File: src/rtl/ucode_pkg.sv
// Shared types and helpers for the microinstruction fetch controller.
package ucode_pkg;

  localparam int UCODE_W = 49;
  localparam int UADDR_W = 14;

  typedef enum logic [1:0] {
    IDLE    = 2'd0,
    RD_WAIT = 2'd1,
    WR_WAIT = 2'd2
  } state_t;

  // Odd parity holds when the XOR over the whole word is 1. Zero-extension
  // does not change the XOR, so any word up to 64 bits can be passed in.
  function automatic logic odd_parity_ok(input logic [63:0] w);
    return ^w;
  endfunction

endpackage

File: src/rtl/ucode_par_chk.sv
// Combinational odd-parity reducer for a fetched microinstruction.
module ucode_par_chk
  import ucode_pkg::*;
#(
  parameter int W = UCODE_W
) (
  input  logic [W-1:0] data,
  output logic         ok
);

  assign ok = odd_parity_ok(64'(data));

endmodule

File: src/rtl/ucode_fetch.sv
// Microinstruction fetch controller: reads control memory over a req/ack
// port, arbitrates microcode writes against reads, checks odd parity and
// keeps a one-entry last-address hit register to skip repeated fetches.
module ucode_fetch
  import ucode_pkg::*;
#(
  parameter int ADDR_W    = UADDR_W,
  parameter int DATA_W    = UCODE_W,
  parameter bit PAR_CHECK = 1'b1
) (
  input  logic              clk,
  input  logic              reset,
  input  logic [ADDR_W-1:0] pc,
  input  logic              fetch_req,
  input  logic              iwrite,
  input  logic [ADDR_W-1:0] iwrite_addr,
  input  logic [DATA_W-1:0] iwrite_data,
  output logic [ADDR_W-1:0] mem_addr,
  output logic              mem_rd,
  output logic              mem_wr,
  output logic [DATA_W-1:0] mem_wdata,
  input  logic [DATA_W-1:0] mem_rdata,
  input  logic              mem_ack,
  output logic [DATA_W-1:0] i,
  output logic              i_valid,
  output logic              busy,
  output logic              par_err
);

  state_t              state, state_nxt;
  logic                rd_pend, rd_pend_nxt;
  logic [ADDR_W-1:0]   rd_pend_addr, rd_pend_addr_nxt;
  logic                wr_pend, wr_pend_nxt;
  logic [ADDR_W-1:0]   wr_pend_addr, wr_pend_addr_nxt;
  logic [DATA_W-1:0]   wr_pend_data, wr_pend_data_nxt;
  logic                hit_vld, hit_vld_nxt;
  logic [ADDR_W-1:0]   hit_addr, hit_addr_nxt;
  logic [ADDR_W-1:0]   addr_nxt;
  logic [DATA_W-1:0]   wdata_nxt, i_nxt;
  logic                i_valid_nxt, par_err_nxt;
  logic                par_ok;
  logic                dispatch;

  // A request arriving in the same cycle as the slot it would fill wins
  // over the older pending one (last request of a kind wins).
  logic                eff_wr, eff_rd;
  logic [ADDR_W-1:0]   eff_waddr, eff_raddr;
  logic [DATA_W-1:0]   eff_wdata;

  assign eff_wr    = iwrite | wr_pend;
  assign eff_waddr = iwrite ? iwrite_addr : wr_pend_addr;
  assign eff_wdata = iwrite ? iwrite_data : wr_pend_data;
  assign eff_rd    = fetch_req | rd_pend;
  assign eff_raddr = fetch_req ? pc : rd_pend_addr;

  generate
    if (PAR_CHECK) begin : g_par
      ucode_par_chk #(.W(DATA_W)) u_par (.data(mem_rdata), .ok(par_ok));
    end else begin : g_nopar
      assign par_ok = 1'b1;
    end
  endgenerate

  assign mem_rd = (state == RD_WAIT);
  assign mem_wr = (state == WR_WAIT);
  assign busy   = (state != IDLE) | rd_pend | wr_pend;

  // Next-state logic: complete the current memory op, then pick the next
  // op (write before read) in the same cycle so back-to-back ops have no gap.
  always_comb begin
    state_nxt        = state;
    rd_pend_nxt      = rd_pend;
    rd_pend_addr_nxt = rd_pend_addr;
    wr_pend_nxt      = wr_pend;
    wr_pend_addr_nxt = wr_pend_addr;
    wr_pend_data_nxt = wr_pend_data;
    hit_vld_nxt      = hit_vld;
    hit_addr_nxt     = hit_addr;
    addr_nxt         = mem_addr;
    wdata_nxt        = mem_wdata;
    i_nxt            = i;
    i_valid_nxt      = i_valid;
    par_err_nxt      = par_err;
    dispatch         = 1'b0;

    case (state)
      IDLE: dispatch = 1'b1;  // mem_ack is ignored here
      RD_WAIT: begin
        if (mem_ack) begin
          i_nxt        = mem_rdata;
          i_valid_nxt  = 1'b1;
          hit_vld_nxt  = 1'b1;
          hit_addr_nxt = mem_addr;
          if (!par_ok) par_err_nxt = 1'b1;
          dispatch     = 1'b1;
        end
      end
      WR_WAIT: begin
        if (mem_ack) begin
          if (hit_vld && hit_addr == mem_addr) hit_vld_nxt = 1'b0;
          dispatch = 1'b1;
        end
      end
      default: state_nxt = IDLE;
    endcase

    if (!dispatch) begin
      // Still waiting on memory: park new requests in their slots.
      if (iwrite) begin
        wr_pend_nxt      = 1'b1;
        wr_pend_addr_nxt = iwrite_addr;
        wr_pend_data_nxt = iwrite_data;
      end
      if (fetch_req) begin
        rd_pend_nxt      = 1'b1;
        rd_pend_addr_nxt = pc;
        i_valid_nxt      = 1'b0;
      end
    end else begin
      rd_pend_nxt = 1'b0;
      wr_pend_nxt = 1'b0;
      if (eff_wr) begin
        state_nxt = WR_WAIT;
        addr_nxt  = eff_waddr;
        wdata_nxt = eff_wdata;
        if (eff_rd) begin
          // Read waits behind the write and is hit-checked again afterwards.
          rd_pend_nxt      = 1'b1;
          rd_pend_addr_nxt = eff_raddr;
          i_valid_nxt      = 1'b0;
        end
      end else if (eff_rd) begin
        // Hit check uses the hit register as updated by the op just finished.
        if (hit_vld_nxt && hit_addr_nxt == eff_raddr) begin
          state_nxt   = IDLE;
          i_valid_nxt = 1'b1;
        end else begin
          state_nxt   = RD_WAIT;
          addr_nxt    = eff_raddr;
          i_valid_nxt = 1'b0;
        end
      end else begin
        state_nxt = IDLE;
      end
    end
  end

  // State and datapath registers with synchronous reset.
  always_ff @(posedge clk) begin
    if (reset) begin
      state        <= IDLE;
      rd_pend      <= 1'b0;
      rd_pend_addr <= '0;
      wr_pend      <= 1'b0;
      wr_pend_addr <= '0;
      wr_pend_data <= '0;
      hit_vld      <= 1'b0;
      hit_addr     <= '0;
      mem_addr     <= '0;
      mem_wdata    <= '0;
      i            <= '0;
      i_valid      <= 1'b0;
      par_err      <= 1'b0;
    end else begin
      state        <= state_nxt;
      rd_pend      <= rd_pend_nxt;
      rd_pend_addr <= rd_pend_addr_nxt;
      wr_pend      <= wr_pend_nxt;
      wr_pend_addr <= wr_pend_addr_nxt;
      wr_pend_data <= wr_pend_data_nxt;
      hit_vld      <= hit_vld_nxt;
      hit_addr     <= hit_addr_nxt;
      mem_addr     <= addr_nxt;
      mem_wdata    <= wdata_nxt;
      i            <= i_nxt;
      i_valid      <= i_valid_nxt;
      par_err      <= par_err_nxt;
    end
  end

endmodule

File: config.mk
export PLATFORM = sky130hd
export DESIGN_NAME = ucode_fetch
export DESIGN_NICKNAME = d
export VERILOG_FILES = /design/src/rtl/ucode_pkg.sv /design/src/rtl/ucode_par_chk.sv /design/src/rtl/ucode_fetch.sv
export SDC_FILE = /design/constraint.sdc
export NUM_CORES = 1
export LEC_CHECK = 0
export CORE_ASPECT_RATIO = 1.1
export CORE_UTILIZATION = 49
export DETAILED_ROUTE_END_ITERATION = 8
export GPL_ROUTABILITY_DRIVEN = 0
export PLACE_DENSITY = 0.93
export SLEW_MARGIN = 20
export SYNTH_ARGS = -nofsm -noshare
export SYNTH_HDL_FRONTEND = slang
export SYNTH_SLANG_ARGS = --single-unit
File: constraint.sdc
create_clock -name clk -period 3.8 [get_ports clk]
set_input_delay 0.76 -clock clk [delete_from_list [all_inputs] [get_ports clk]]
set_output_delay 0.76 -clock clk [all_outputs]
set_load 0.02 [all_outputs]
==> summary by stage <==
Outcome
The flow ran to the end, and the final reports show no timing, DRC or antenna violations.

Synthesis
The count of mapped cells out of synthesis is 1093. The number of warnings issued by yosys is 0. The synthesized design contains between 200 and 250 register bits. Counting every net in the synthesized netlist gives 1228.

The number of enable-type register cells in the synthesized netlist is 0. In this run, distinct cell masters in the synthesized netlist total 51. Among all flip-flop cells after synthesis, the most frequent one is dfxtp_1. The share of the yosys chip area belonging to registers is 0.457. Summing every instance area after synthesis gives 9190 sq um. The share of synthesized registers carrying an async set or reset is 0. The post-synthesis area per instance is 8.41 sq um.

STA
Once routing completed, OpenROAD measured the worst setup slack at 0.578 ns. The hold violation count in the final report is 0. The count of endpoints failing setup in the final report is 0. The tightest hold path in the finished design has a slack of 0.452 ns. The setup skew after layout is 0.00805 ns. Of the available clock period, the critical path in the final layout requires 0.848. Setup repair after global routing left no endpoint under its margin.

The time the worst path needs with I/O delays and setup is 3.22 ns. The number of max-slew violations in the final report is 0. The maximum achievable frequency is 0.310 GHz.

The transition time at the pin with the least slew margin is about 0.84 ns. The final sum of negative setup slack is 0 ns. The worst-case headroom to the max-slew limit is 0.443.

Floorplan
The area of the core region is ~18000 sq um. The floorplan step defined a die boundary enclosing slightly below 20000 sq um. The top-level port count is between 200 and 250. In this run the horizontal extent of the chip is 133 um. The starting utilization of the core area is 0.499. The y dimension of the die is 146 um. Row generation in the floorplan step produced 52 rows.

Finish
The number of diodes added for antenna fixing is 0. The library cell used most frequently in the layout, excluding fill and tap cells, is nand2_1. The number of nets at the end of the flow is 1440. Leaving out fill and tap cells, the most frequent cells in the layout are 265 x nand2_1, 245 x clkdlybuf4s50_1, 210 x dfxtp_1.

Compared with the post-synthesis result, the final layout area differs by 37.2%. The final non-filler cell total is 1562. For this run, the share of the core covered by cells in the final layout is 0.685. Of the cells placed in the final design, the portion with a size suffix greater than 1 is 0.0743.

The filler cells instantiated in the layout total about 1.4k. The finished cells cover 12600 sq um.

Routing
After the first detailed-routing iteration, the DRC count stood at 557. Before antenna repair, the detailed router went through 5 iterations. The aggregate routed wire length is ~26 mm. Dividing the detail-routed wire length by the instance count gives 16.5 um. The routed layout has 8623 vias. The count of nets left with antenna violations after detail routing is 0. The remaining design rule violation count is 0.

Dividing the detail-routed via count by the number of cells gives between 5 and 6.

Global route
The pin count of the biggest net entering global routing is 93. Summed over all layers, the global routing overflow is 0. The first-pass GRT wire length is 41.8 mm.

The via count of the first global-routing pass was 8402. The initial antenna violation count is 0. The global-route usage over all layers is 0.262.

Clock tree
The clock net sink count is 210. The post-CTS setup repair buffer count is 0. The buffer cell driving the clock tree root is clkbuf_16. After clock tree synthesis, the clock-pin slew on the worst setup and hold paths is 0.06 ns. The number of hold buffers added after CTS is 0.

The total number of H-tree levels is 1. The number of buffers added by the clock tree synthesis step is 23. The number of resized instances in the post-cts repair step is 0.

The clock latency reported for the late side of the worst-skew pair is 0.50 ns. The TritonCTS clock tree is done. The number of buffers on the longest clock path is 3.

Placement
The HPWL after detailed placement is 17.4 mm. The placed cell area is 11800 sq um. The post-placement worst setup slack is approximately 0.13 ns. The number of placed instances with taps included is 1523.

The number of buffers inserted by port buffering is 247.

Min path
The worst hold path belongs to the class flop to flop. The worst hold path terminates at wr_pend_addr[10]$_SDFFE_PP0N_. The startpoint identified for the worst hold timing path is wr_pend_addr[10]$_SDFFE_PP0N_. The worst hold path was traced through 2 stages.

Critical path
Data on the critical path arrives at its endpoint at approximately 3.6 ns. The startpoint identified for the worst register-to-register timing path is state[1]$_SDFFE_PP0P_. The critical path capture point type is a flop. Along the worst path, the maximum fanout reaches 18.

For the worst setup path, the data required time is 4.17 ns. The worst reg2reg path depth is 11. Across all register-to-register paths, the minimum setup slack is 0.67 ns. The endpoint of the worst-slack reg-to-reg timing path is mem_addr[6]$_SDFFE_PP0P_. The sort of element at the start of the critical path is a primary input. The type of the setup path with the least slack is primary input to flop.

Power and ir drop
Across the VDD grid, the largest voltage drop is between 0.0003 and 0.0004 V. The post-layout total power is 6.39 mW. The analysis attributes to cell leakage a power of 4.63 nW. Dividing total power by cell area gives a power density of 507 nW/um^2.

Run
Max-cap violations in this run came to 0.
synth_stat cells (2+ instances only):
cell | n | share of area
or4_1 | 2 | 0.0016
mux2_2 | 8 | 0.0098
a211oi_2 | 10 | 0.014
mux2i_1 | 65 | 0.071
buf_1 | 5 | 0.0020
a21oi_1 | 171 | 0.093
buf_6 | 7 | 0.0086
nand3_1 | 17 | 0.0093
nand4_1 | 4 | 0.0027
a21bo_2 | 7 | 0.0076
inv_1 | 3 | 0.0012
nand4b_1 | 2 | 0.0019
xor2_1 | 8 | 0.0076
o21ai_0 | 8 | 0.0044
nor4b_2 | 2 | 0.0033
ha_1 | 4 | 0.0054
and3_1 | 4 | 0.0027
a21o_1 | 2 | 0.0016
a21bo_1 | 2 | 0.0022
a21boi_0 | 2 | 0.0016
a211oi_1 | 54 | 0.044
a31oi_1 | 2 | 0.0014
xnor2_1 | 56 | 0.053
clkbuf_1 | 64 | 0.026
mux2_4 | 2 | 0.0033
nor3_1 | 4 | 0.0022
nand2b_1 | 3 | 0.0020
buf_2 | 2 | 0.0011
nand2_1 | 266 | 0.11
nor2_1 | 76 | 0.031
dfxtp_1 | 210 | 0.46
and2_1 | 2 | 0.0014
critical path, cell delays in order:
cell,delay (ns)
clkdlybuf4s50_1,0.51
buf_12,0.18
mux2_4,0.33
nand3_1,0.09
nand4b_1,0.10
or4_1,0.52
or4b_1,0.60
buf_4,0.23
a21oi_1,0.19
a211oi_2,0.07
cell families after synthesis:
kind of cell,count (synthesis),synth area share
xor+xnor,64,0.0610
mux,75,0.0839
simple gates,392,0.175
compound gates,263,0.174
fa+ha+maj,4,0.00545
buf+inv,85,0.0429
flops,210,0.457
registers in the layout (all words and copies together) (netlist names):
signal        cells
i                49
mem_wdata        49
wr_pend_data     49
hit_addr         14
mem_addr         14
rd_pend_addr     14
wr_pend_addr     14
state             2
hit_vld           1
i_valid           1
par_err           1
rd_pend           1
wr_pend           1
cell type report:
type | instances | area [sq um] | area share
Tap cell | 243 | 304 | 0.0241
Sequential cell | 210 | 4200 | 0.333
Clock buffer | 29 | 648 | 0.0514
Inverter | 5 | 18.8 | 0.00149
Multi-Input combinational cell | 798 | 4610 | 0.366
Timing Repair Buffer | 267 | 2660 | 0.211
Clock inverter | 10 | 161 | 0.0128
routing by layer:
layer,GRT usage,up-vias,share of wire
met5,0,-,0
met4,0.108,0,0.035
met3,0.0610,66,0.079
met2,0.441,358,0.48
met1,0.321,4064,0.41
li1,-,4135,-
report_power, final:
group,total [mW],internal [mW],switching [mW]
logic,1.49,0.693,0.799
registers,2.54,2.39,0.144
clock network,2.36,1.47,0.885
worst max path at each step:
| stage | from | to | slack, ns | depth (start not counted) |
|---|---|---|---|---|
| floorplan | fetch_req | mem_addr[0]$_SDFFE_PP0P_ | 0.73 | 11 |
| global placement | fetch_req | mem_addr[3]$_SDFFE_PP0P_ | 0.19 | 10 |
| detailed placement | fetch_req | mem_addr[6]$_SDFFE_PP0P_ | 0.13 | 10 |
| CTS | fetch_req | mem_addr[6]$_SDFFE_PP0P_ | 0.62 | 10 |
| global route | fetch_req | mem_addr[4]$_SDFFE_PP0P_ | 0.48 | 10 |
| finish | fetch_req | mem_addr[6]$_SDFFE_PP0P_ | 0.58 | 10 |
Power figures use the tool's default switching activity.
